## src/rtl/pipe_cla_adder.sv

```systemverilog
`default_nettype none
// ============================================================================
//  Module      : pipe_cla_adder
//  Description : Pipelined adder/subtractor. Each stage adds one SEG_W-bit
//                segment with 4-bit carry-lookahead groups. Group carries
//                ripple within the segment. The segment carry is registered
//                into the next stage. Operand segments that are not yet
//                added, and result segments already produced, travel
//                skewed through the pipe so that each slot holds one
//                complete transaction.
//  Revision    : 1.0 - initial release
// ----------------------------------------------------------------------------
//  Parameters  : WIDTH  operand/result width (multiple of SEG_W)
//                SEG_W  bits per stage (multiple of 4)
//  Ports       : clk, rst (synchronous, active-high)
//                in_valid/in_ready  input handshake; a, b, cin, sub operands
//                out_valid/out_ready output handshake; sum, cout, ovf result
//  Option      : define PIPE_CLA_OVF_EN to enable the signed overflow flag;
//                otherwise ovf is tied to 0.
// ============================================================================
module pipe_cla_adder #(
    parameter int WIDTH = 32,
    parameter int SEG_W = 8
) (
    input  logic             clk,
    input  logic             rst,
    input  logic             in_valid,
    output logic             in_ready,
    input  logic [WIDTH-1:0] a,
    input  logic [WIDTH-1:0] b,
    input  logic             cin,
    input  logic             sub,
    output logic             out_valid,
    input  logic             out_ready,
    output logic [WIDTH-1:0] sum,
    output logic             cout,
    output logic             ovf
);

    localparam int STAGES   = WIDTH / SEG_W;
    localparam int c_groups = SEG_W / 4;

    // One segment: 4-bit lookahead groups, with the group carry rippling.
    function automatic logic [SEG_W:0] cla_seg(
        input logic [SEG_W-1:0] x,
        input logic [SEG_W-1:0] y,
        input logic             ci
    );
        logic [SEG_W-1:0] s;
        logic [3:0]       p;
        logic [3:0]       g;
        logic [4:0]       c;
        logic             cr;
        s  = '0;
        cr = ci;
        for (int i = 0; i < c_groups; i++) begin
            p    = x[i*4 +: 4] ^ y[i*4 +: 4];
            g    = x[i*4 +: 4] & y[i*4 +: 4];
            c[0] = cr;
            c[1] = g[0] | (p[0] & cr);
            c[2] = g[1] | (p[1] & g[0]) | (p[1] & p[0] & cr);
            c[3] = g[2] | (p[2] & g[1]) | (p[2] & p[1] & g[0])
                 | (p[2] & p[1] & p[0] & cr);
            c[4] = g[3] | (p[3] & g[2]) | (p[3] & p[2] & g[1])
                 | (p[3] & p[2] & p[1] & g[0]) | (&p & cr);
            s[i*4 +: 4] = p ^ c[3:0];
            cr = c[4];
        end
        return {cr, s};
    endfunction

    logic             w_advance;
    logic [WIDTH-1:0] w_b_eff;
    logic             w_c0;

    // Next-state values of every slot, produced by the stage adders.
    logic             w_v_nxt [STAGES];
    logic [WIDTH-1:0] w_x_nxt [STAGES];
    logic [WIDTH-1:0] w_b_nxt [STAGES];
    logic             w_c_nxt [STAGES];

    // Slot registers. r_x holds the finished sum segments in its low bits
    // and the remaining operand-A segments in its high bits.
    logic             r_vld [STAGES];
    logic [WIDTH-1:0] r_x   [STAGES];
    logic [WIDTH-1:0] r_b   [STAGES];
    logic             r_cy  [STAGES];

`ifdef PIPE_CLA_OVF_EN
    logic w_ovf_nxt;
    logic r_ovf;
`endif

    assign w_advance = !out_valid || out_ready;
    assign in_ready  = w_advance;

    // Subtraction is folded in at the entry: a + ~b + 1, with cin ignored.
    assign w_b_eff = sub ? ~b : b;
    assign w_c0    = sub ? 1'b1 : cin;

    for (genvar k = 0; k < STAGES; k++) begin : g_stage
        logic [WIDTH-1:0] w_x_in;
        logic [WIDTH-1:0] w_b_in;
        logic             w_c_in;
        logic             w_v_in;
        logic [SEG_W:0]   w_seg;
        logic [WIDTH-1:0] w_x_mrg;

        if (k == 0) begin : g_head
            assign w_x_in = a;
            assign w_b_in = w_b_eff;
            assign w_c_in = w_c0;
            assign w_v_in = in_valid;
        end else begin : g_body
            assign w_x_in = r_x[k-1];
            assign w_b_in = r_b[k-1];
            assign w_c_in = r_cy[k-1];
            assign w_v_in = r_vld[k-1];
        end

        assign w_seg = cla_seg(w_x_in[k*SEG_W +: SEG_W], w_b_in[k*SEG_W +: SEG_W], w_c_in);

        // Overwrite the consumed A segment with its sum segment.
        always_comb begin
            w_x_mrg = w_x_in;
            w_x_mrg[k*SEG_W +: SEG_W] = w_seg[SEG_W-1:0];
        end

        assign w_v_nxt[k] = w_v_in;
        assign w_x_nxt[k] = w_x_mrg;
        assign w_b_nxt[k] = w_b_in;
        assign w_c_nxt[k] = w_seg[SEG_W];

`ifdef PIPE_CLA_OVF_EN
        // The top A bit is still untouched in w_x_in at the last stage.
        if (k == STAGES - 1) begin : g_ovf
            assign w_ovf_nxt = (w_x_in[WIDTH-1] == w_b_in[WIDTH-1])
                            && (w_seg[SEG_W-1] != w_x_in[WIDTH-1]);
        end
`endif
    end

    // The whole pipe shifts together. Data registers load only for real
    // transactions, so a bubble leaves the previous contents in place.
    always_ff @(posedge clk) begin
        if (rst) begin
            for (int k = 0; k < STAGES; k++) begin
                r_vld[k] <= 1'b0;
                r_x[k]   <= '0;
                r_cy[k]  <= 1'b0;
            end
        end else if (w_advance) begin
            for (int k = 0; k < STAGES; k++) begin
                r_vld[k] <= w_v_nxt[k];
                if (w_v_nxt[k]) begin
                    r_x[k]  <= w_x_nxt[k];
                    r_cy[k] <= w_c_nxt[k];
                end
            end
        end
    end

    always_ff @(posedge clk) begin
        if (w_advance) begin
            for (int k = 0; k < STAGES; k++) begin
                if (w_v_nxt[k]) begin
                    r_b[k] <= w_b_nxt[k];
                end
            end
        end
    end

`ifdef PIPE_CLA_OVF_EN
    always_ff @(posedge clk) begin
        if (rst) begin
            r_ovf <= 1'b0;
        end else if (w_advance && w_v_nxt[STAGES-1]) begin
            r_ovf <= w_ovf_nxt;
        end
    end
    assign ovf = r_ovf;
`else
    assign ovf = 1'b0;
`endif

    assign out_valid = r_vld[STAGES-1];
    assign sum       = r_x[STAGES-1];
    assign cout      = r_cy[STAGES-1];

endmodule
`default_nettype wire

```

## config.mk

```make
export PLATFORM = sky130hd
export DESIGN_NAME = pipe_cla_adder
export DESIGN_NICKNAME = d
export VERILOG_FILES = /design/src/rtl/pipe_cla_adder.sv
export SDC_FILE = /design/constraint.sdc
export NUM_CORES = 1
export LEC_CHECK = 0
export BUFFER_PORTS_ARGS = -buffer_cell sky130_fd_sc_hd__buf_2
export CORE_MARGIN = 8
export CORE_UTILIZATION = 55
export CTS_CLUSTER_DIAMETER = 80
export DETAILED_ROUTE_END_ITERATION = 7
export PLACE_DENSITY = 0.77
export SYNTH_ARGS = -nofsm -noshare
export SYNTH_HDL_FRONTEND = slang
export SYNTH_SLANG_ARGS = --single-unit
export TNS_END_PERCENT = 1
```

## constraint.sdc

```tcl
create_clock -name clk -period 3.3 [get_ports clk]
set_input_delay 0.66 -clock clk [delete_from_list [all_inputs] [get_ports clk]]
set_output_delay 0.66 -clock clk [all_outputs]
set_load 0.05 [all_outputs]
```

==> Word level (Yosys, flattened, before mapping) <==
Memories as Yosys holds them, arrays and structs flattened.
Index checks and enable logic that the tools add are counted.
{ "word_totals": {"wordCells": 290, "n_memories": 4, "ff_bits": 0, "ramBits": 264, "out_inout_bits": 36, "inputBits": 70} }
{ "op_classes": {"bitwise": 237, "n_reduce_logical": 10, "n_mux": 39} }
{ "memory_table": {"columns": ["name", "words", "word_bits", "read_ports", "rd_ports_with_merged_regs", "wr", "line_no", "text"], "rows": [
  ["r_b", 4, 32, 3, 0, 4, "86", "logic [WIDTH-1:0] r_b [STAGES];"],
  ["r_x", 4, 32, 4, 0, 4, "85", "logic [WIDTH-1:0] r_x [STAGES];"],
  ["r_cy", 4, 1, 4, 0, 4, "87", "logic r_cy [STAGES];"],
  ["r_vld", 4, 1, 4, 0, 4, "84", "logic r_vld [STAGES];"]
]} }
{ "op_table": {"columns": ["op", "n"], "rows": [
  ["$mux W32", 5],
  ["$and A1 B1 Y1", 120],
  ["$or A1 B1 Y1", 92],
  ["$xor A4 B4 Y4", 16],
  ["$mux W1", 34],
  ["$and A4 B4 Y4", 8],
  ["$not A32 Y32", 1],
  ["$reduce_and A4 Y1", 8],
  ["$logic_not A1 Y1", 1],
  ["$logic_or A1 B1 Y1", 1]
]} }

==> Logic depth before layout (Yosys ltp) <==
Gate-level depths: netlist of run 1.
{ "depth": {"word_depth": 12, "mapped_depth": 10, "mapped_depth_nobuf": 8} }

==> Worst setup path after synthesis of run 1 <==
OpenSTA, ideal clock, no wires.
{ "synth_timing": {"path_kind": "input-to-reg", "start": "in sub", "end": "mem r_x[0][5], data pin", "required_ps": 3039, "path_buffers": 2, "setup_ps": 261, "arrival_time_ps": 2604, "path_slack_ps": 434, "path_stages": 10, "path_cell_list": "buf_6 buf_2 xor2_1 ha_1 o21ai_1 a221oi_2 nor2_1 fa_1 xor2_1 nor2_1"} }
{ "synth_lines": {"columns": ["item", "line_no", "text"], "rows": [
  ["start: declaration", "32", "input logic sub,"],
  ["end: declaration", "85", null]
]} }

==> flow_summary_export.csv, run 1 <==
group,metric,value,unit
status,status,"finished, final reports clean",
sta,fin_skew,0.009837,ns
clock_network,htreeDepth,4,
worst_hold_path,hold_depth,0,
finish,layout.nets,752,
detailed_routing,first_iter_violations,283,
detailed_routing,wl,14280,um
finish,antenna_cells,0,
placement,place_congestion,0.8612,
clock_network,clock_path_buffers,2,
logic_synthesis,netlist_top_cells_count,"184 x edfxtp_1, 100 x and3_1, 42 x xor2_1",
grt,grt_usage,0.1596,
worst_setup_path,cp_slowest_cell,"a221oi_2",
worst_setup_path,worst_setup_path_start_kind,"primary input",
worst_setup_path,worstPathBufferInverterCount,1,
floorplan,die_w,137.1,um
logic_synthesis,ys_seq_area_frac,0.6852,
logic_synthesis,synth_edf_count,184,
grt,grt-ovfl-total,0,
logic_synthesis,ys.flop_type,"edfxtp_1",
logic_synthesis,synth_cells,535,
clock_network,cts.sinks,184,
sta,slew_viol_final,0,
placement,hpwl,10320,um
finish,drive_above_1_share,0.2366,
logic_synthesis,avgSynthCellArea,15.07,um2
sta,setup_viol,0,
worst_setup_path,cp_cell_sequence,"buf_2 -> xor2_1 -> ha_1 -> o21ai_1 -> a221oi_2 -> nor2_1 -> fa_1 -> xor2_1 -> nor2_1",
finish,seqCellArea,5525,um2
worst_setup_path,crit_cells,9,
placement,place_inst,807,
clock_network,clk_latency,0.42,ns
logic_synthesis,synth_top_area_cell,"edfxtp_1",
worst_setup_path,required,3.47,ns
clock_network,path_clk_slew,0.07,ns
finish,fin_cells,839,
detailed_routing,viasPerCell,5.350,
finish,areaGrowthSynthToFinish,16.18,%
detailed_routing,wire_per_inst,17.02,um
logic_synthesis,ys_types,41,
pwr,leakagePower,4.185,nW
logic_synthesis,ys_ff_latch,184,
logic_synthesis,async_flop_share,0,
sta,final-hold-violation-count,0,
detailed_routing,drtAntennaViolNets,0,
grt,grt_max_degree,45,
pwr,ir_drop,0.4082,mV
logic_synthesis,syn_nets,645,
logic_synthesis,netlist_area,8064,um2
sta,layout_min_cycle_time,2.457,ns
worst_setup_path,critPathTopFamily,"adder cells",
worst_setup_path,worstPathMaxFanout,6,
worst_setup_path,path_class,"primary input to flip-flop",
clock_network,cts.hold.buffers_added,0,
detailed_routing,vias,4489,
sta,max_freq,407.0,MHz
worst_hold_path,hold_path.class,"flip-flop to flip-flop",
finish,fillers,1037,
grt,grt_pass1_vias,4670,
floorplan,ios,106,
grt,grt_pass1_wl,23140,um
clock_network,cts_setup_buffers,0,
sta,worstMarginPinSlew,0.8037,ns
floorplan,start_util,0.5591,
pwr,p_per_area,579.0,nW/um2
floorplan,dieArea,18790,um2
worst_setup_path,slowest_delay,0.43,ns
finish,multiInputGateArea,2357,um2
logic_synthesis,synth.area.top_cells,"edfxtp_1 69%, and3_1 7.8%, ha_1 5.0%, xor2_1 4.6%, fa_1 2.0%",
clock_network,post_cts_resized,0,
worst_setup_path,worstPathArrival,2.62,ns
flow_run,max-cap-violations,0,
placement,io_buffers,104,
clock_network,root_buffer,"clkbuf_16",
worst_setup_path,endpoint_kind,"flip-flop",
floorplan,core,14420,um2
sta,rsz0062_at_grt,"no",
sta,maxSlewHeadroom,0.4642,
detailed_routing,dr.pass1.iters,5,
floorplan,rows,44,
finish,final_util,0.6495,
clock_network,cts_made_buffers,17,
clock_network,cts_tree,"done",
grt,antenna_found_initial,0,
worst_setup_path,reg2reg_depth,6,
logic_synthesis,ys_warn_count,0,
logic_synthesis,synth_most_common_cell,"edfxtp_1",
detailed_routing,drc,0,
sta,timing.setup.tns,0,ns
sta,final.period_utilization,0.7446,
logic_synthesis,synth_top_cell_area_share,0.6852,
floorplan,die_h,137.1,um
==> where the power goes <==
part | internal, W | switching, W | leakage, nW
Sequential | 0.00275 | 0.0000568 | 1.91
Combinational | 0.000209 | 0.000374 | 1.98
Clock | 0.00119 | 0.000841 | 0.290
==> worst register-to-register path: cells and delay by family (launching register included) <==
kind	cells	cell delay (ns)
AOI/OAI and AO/OA	3	0.75
adders and majority gates	2	0.82
DFF	1	0.42
and+or+nand+nor	1	0.19
==> final cells by class <==
class | instances | share of cell area
flip-flops and latches | 184 | 0.5897
multi-input cells | 307 | 0.2516
repair buffers | 112 | 0.06197
clock buffers | 17 | 0.04541
well taps | 184 | 0.02457
clock inverters | 15 | 0.01870
inverters | 20 | 0.008013
==> through the flow <==
stage / cell area [um2] / hold WS [ns] / setup WS [ns] / total power (W)
floorplan: 8064 / 0.4003 / 0.4340 / 0.003259
CTS: 9369 / 0.4214 / 0.8536 / 0.005454
global placement: 8768 / 0.4085 / 0.4798 / 0.003407
detailed placement: 8768 / 0.4099 / 0.4093 / 0.003442
finish: 9369 / 0.4201 / 0.8429 / 0.005424
global route: 9369 / 0.4234 / 0.6841 / 0.005613
==> routing by layer <==
| metal | track usage | part of all wire |
|---|---|---|
| met1 | 0.1974 | 0.43 |
| met5 | 0 | 0 |
| met4 | 0.07725 | 0.015 |
| met3 | 0.04846 | 0.074 |
| met2 | 0.2516 | 0.48 |
==> cells by family after synthesis <==
family                   after synthesis  share of synthesized area
flip-flops                           184                     0.6852
other                                  1                  0.0004650
adder cells (fa/ha/maj)               40                    0.06951
multiplexers                           1                   0.001241
XOR/XNOR                              49                    0.05322
buffers and inverters                 44                    0.02265
AO/OA/AOI/OAI                         56                    0.05431
AND/OR/NAND/NOR                      160                     0.1134
==> flip-flops by register name, summed over array words and instances (netlist names) <==
signal / flops
r_vld: 4
r_b: 48
r_cy: 4
r_x: 128
==> cells in the final DEF, fill, tap and decap left out, types with 2 or more instances in the layout <==
| cell type | count |
|---|---|
| a2111oi_0 | 3 |
| a211oi_1 | 3 |
| a211oi_2 | 3 |
| a21boi_0 | 2 |
| a21o_1 | 13 |
| a21oi_1 | 2 |
| a221oi_2 | 2 |
| a311oi_1 | 2 |
| a31oi_1 | 3 |
| and2_1 | 3 |
| and3_1 | 100 |
| buf_2 | 104 |
| buf_4 | 8 |
| bufinv_16 | 3 |
| clkbuf_16 | 17 |
| clkinv_1 | 3 |
| clkinv_4 | 5 |
| edfxtp_1 | 184 |
| fa_1 | 8 |
| ha_1 | 32 |
| inv_1 | 20 |
| inv_6 | 2 |
| nand2_1 | 7 |
| nand2b_1 | 5 |
| nand4_1 | 2 |
| nor2_1 | 29 |
| nor3_1 | 6 |
| o21a_1 | 3 |
| o21ai_0 | 10 |
| o21bai_1 | 3 |
| o311ai_0 | 3 |
| or2_2 | 4 |
| xnor2_1 | 7 |
| xor2_1 | 42 |
==> path summary, 6_finish.rpt <==
kind / startpoint / endpoint / slack, ns
max: sub / r_x[0][5] / 0.84
min: r_b[0][22] / r_b[1][22] / 0.42
max reg2reg: r_x[1][16] / r_x[2][20] / 0.89
min reg2reg: r_b[0][22] / r_b[1][22] / 0.42
No activity file was read; power rests on OpenSTA's default activity.
==> inputs of run 2 (changes only) <==
--- a/config.mk
+++ b/config.mk
@@ -5,12 +5,13 @@
 export SDC_FILE = /design/constraint.sdc
 export NUM_CORES = 1
 export LEC_CHECK = 0
+export ABC_AREA = 1
 export BUFFER_PORTS_ARGS = -buffer_cell sky130_fd_sc_hd__buf_2
 export CORE_MARGIN = 8
-export CORE_UTILIZATION = 55
+export CORE_UTILIZATION = 52
 export CTS_CLUSTER_DIAMETER = 80
 export DETAILED_ROUTE_END_ITERATION = 7
-export PLACE_DENSITY = 0.77
+export PLACE_DENSITY = 0.76
 export SYNTH_ARGS = -nofsm -noshare
 export SYNTH_HDL_FRONTEND = slang
 export SYNTH_SLANG_ARGS = --single-unit
==> constraint.sdc (replaced) <==
create_clock -name clk -period 2.2 [get_ports clk]
set_input_delay 0.44 -clock clk [delete_from_list [all_inputs] [get_ports clk]]
set_output_delay 0.44 -clock clk [all_outputs]
set_load 0.05 [all_outputs]
==> flow_summary_export.csv, run 2 <==
group,metric,value,unit
worst_setup_path,endpoint_kind,"flip-flop",
finish,antenna_cells,0,
logic_synthesis,ys.flop_type,"edfxtp_1",
grt,grt-ovfl-total,0,
worst_setup_path,worstPathArrival,2.25,ns
logic_synthesis,netlist_area,8514,um2
grt,grt_pass1_wl,22310,um
worst_setup_path,worst_setup_path_start_kind,"flip-flop",
logic_synthesis,ys_types,31,
sta,final.period_utilization,0.9472,
clock_network,cts.hold.buffers_added,0,
finish,reg.largest.list,"r_x (128), r_b (48)",
placement,place_congestion,0.8221,
worst_setup_path,worstPathBufferInverterCount,0,
logic_synthesis,synth_top_area_cell,"edfxtp_1",
detailed_routing,drc,0,
clock_network,path_clk_slew,0.07,ns
detailed_routing,wire_per_inst,12.53,um
worst_setup_path,path_class,"flip-flop to flip-flop",
worst_setup_path,slowest_delay,0.39,ns
placement,io_buffers,104,
clock_network,clock_path_buffers,2,
sta,final-hold-violation-count,0,
logic_synthesis,synth_top_family_by_area,"simple AND/OR/NAND/NOR gates",
logic_synthesis,async_flop_share,0,
worst_setup_path,reg2reg_depth,7,
logic_synthesis,ys_warn_count,0,
sta,worstMarginPinSlew,0.6758,ns
pwr,p_per_area,832.0,nW/um2
logic_synthesis,synth.area.mux_share,0,
logic_synthesis,ys_seq_area_frac,0.6489,
logic_synthesis,synth.area.top_cells,"edfxtp_1 65%, inv_1 6.8%, nor2_1 5.7%, ha_1 4.7%, xor2_1 3.6%",
floorplan,rows,46,
floorplan,die_h,144.0,um
sta,rsz0062_at_grt,"yes",
detailed_routing,wl,13430,um
clock_network,cts_tree,"done",
finish,fin_cells,1072,
finish,areaGrowthSynthToFinish,16.86,%
worst_setup_path,crit_cells,7,
logic_synthesis,synth_cells,716,
clock_network,clk_latency,0.42,ns
clock_network,root_buffer,"clkbuf_16",
clock_network,htreeDepth,4,
floorplan,core,15940,um2
worst_setup_path,cp_slowest_cell,"fa_1",
finish,regMostFlops,"r_x",
pwr,ir_drop,0.6797,mV
worst_hold_path,hold_depth,3,
finish,drive_above_1_share,0.2243,
logic_synthesis,ys_ff_latch,184,
detailed_routing,viasPerCell,4.488,
sta,fin_skew,0.007253,ns
grt,grt_usage,0.1369,
sta,max_freq,479.9,MHz
sta,slew_viol_final,0,
worst_hold_path,hold_path.class,"primary input to flip-flop",
pwr,total_power,0.008278,W
grt,grt_max_degree,34,
finish,layout.nets,953,
logic_synthesis,synth_top_cell_area_share,0.6489,
detailed_routing,vias,4811,
grt,antenna_found_initial,0,
sta,timing.hold.ws,0.3183,ns
worst_setup_path,worstPathMaxFanout,4,
flow_run,max-cap-violations,0,
floorplan,die_w,144.0,um
logic_synthesis,synthAdderAreaFrac,0.06583,
floorplan,start_util,0.5341,
logic_synthesis,netlist_top_cells_count,"184 x edfxtp_1, 155 x inv_1, 129 x nor2_1",
pwr,leakagePower,4.438,nW
detailed_routing,dr.pass1.iters,5,
sta,timing.setup.tns,0,ns
logic_synthesis,synth_most_common_cell,"edfxtp_1",
placement,place_inst,1040,
finish,layout_common_cells,"184 x edfxtp_1, 155 x inv_1, 128 x nor2_1",
floorplan,ios,106,
finish,fillers,1214,
logic_synthesis,synth_compound_area_frac,0.02866,
logic_synthesis,synthSimpleGateAreaFrac,0.1240,
detailed_routing,drtAntennaViolNets,0,
logic_synthesis,synth-xor-area-share,0.04115,
clock_network,cts.sinks,184,
floorplan,dieArea,20720,um2
sta,setup_viol,0,
sta,maxSlewHeadroom,0.5478,
sta,layout_min_cycle_time,2.084,ns
detailed_routing,first_iter_violations,319,
worst_setup_path,required,2.37,ns
placement,hpwl,9969,um
placement,dp_slack,-0.1526,ns
status,status,"finished, final reports clean",
worst_setup_path,critPathTopFamily,"adder cells",
logic_synthesis,syn_nets,826,
logic_synthesis,avgSynthCellArea,11.89,um2
sta,fin_ws,0.1162,ns
grt,grt_pass1_vias,4880,
finish,layout_commonest_cell,"edfxtp_1",
worst_setup_path,cp_cell_sequence,"ha_1 -> or2_1 -> nand3b_1 -> nand2_2 -> fa_1 -> xnor2_1 -> nor2_1",
clock_network,cts_made_buffers,17,
finish,largest_reg_flops,128,
logic_synthesis,synth_edf_count,184,
run 2: area by class of cell:
cell class              count  area [um2]  share of cell area
multi-input cells         356        2237              0.2248
inverters                 159       611.8             0.06149
clock inverters            14       172.7             0.01735
repair buffers            125       703.2             0.07067
well taps                 216       270.3             0.02716
clock buffers              18       429.2             0.04313
flip-flops and latches    184        5525              0.5553
run 2: final timing paths:
kind	slack, ns	start	to
worst min register to register	0.42	r_b[1][26]	r_b[2][26]
worst max register to register	0.12	r_x[1][17]	r_x[2][21]
worst min-delay path	0.32	a[27]	r_x[0][27]
worst max-delay path	0.12	r_x[1][17]	r_x[2][21]
run 2: metrics by stage:
| step | area (um2) | util |
|---|---|---|
| finish | 9950 | 0.6241 |
| global route | 9950 | 0.6241 |
| CTS | 9945 | 0.6238 |
| detailed placement | 9343 | 0.5860 |
| global placement | 9343 | 0.5860 |
| floorplan | 8514 | - |
run 2: what timing repair did:
action,4_1_cts,5_1_grt
buffers inserted,0,0
endpoints found under the setup margin,0,3
resized for setup,0,2
run 2: where the power goes:
part	switching (W)	internal (W)
sequential	0.0000718	0.00414
clock	0.00125	0.00179
combinational	0.000664	0.000352
run 2: worst register-to-register path, delay by kind of cell, from the launching register on:
kind | cells | cell delay, ns
XOR/XNOR | 1 | 0.19
AND/OR/NAND/NOR | 4 | 0.56
adder cells (fa/ha/maj) | 2 | 0.72
flip-flops | 1 | 0.37
run 2: cell families after synthesis:
logic type | count (synthesis)
compound gates | 44
xor+xnor | 40
fa+ha+maj | 40
buf+inv | 176
flops | 184
other cells | 1
simple gates | 231
run 2: layer usage:
metal	GRT usage	wire, um	up-vias
met4	0.05977	248	0
li1	-	-	2544
met3	0.03318	698	24
met1	0.1769	6372	2112
met5	0	0	-
met2	0.2159	6111	131
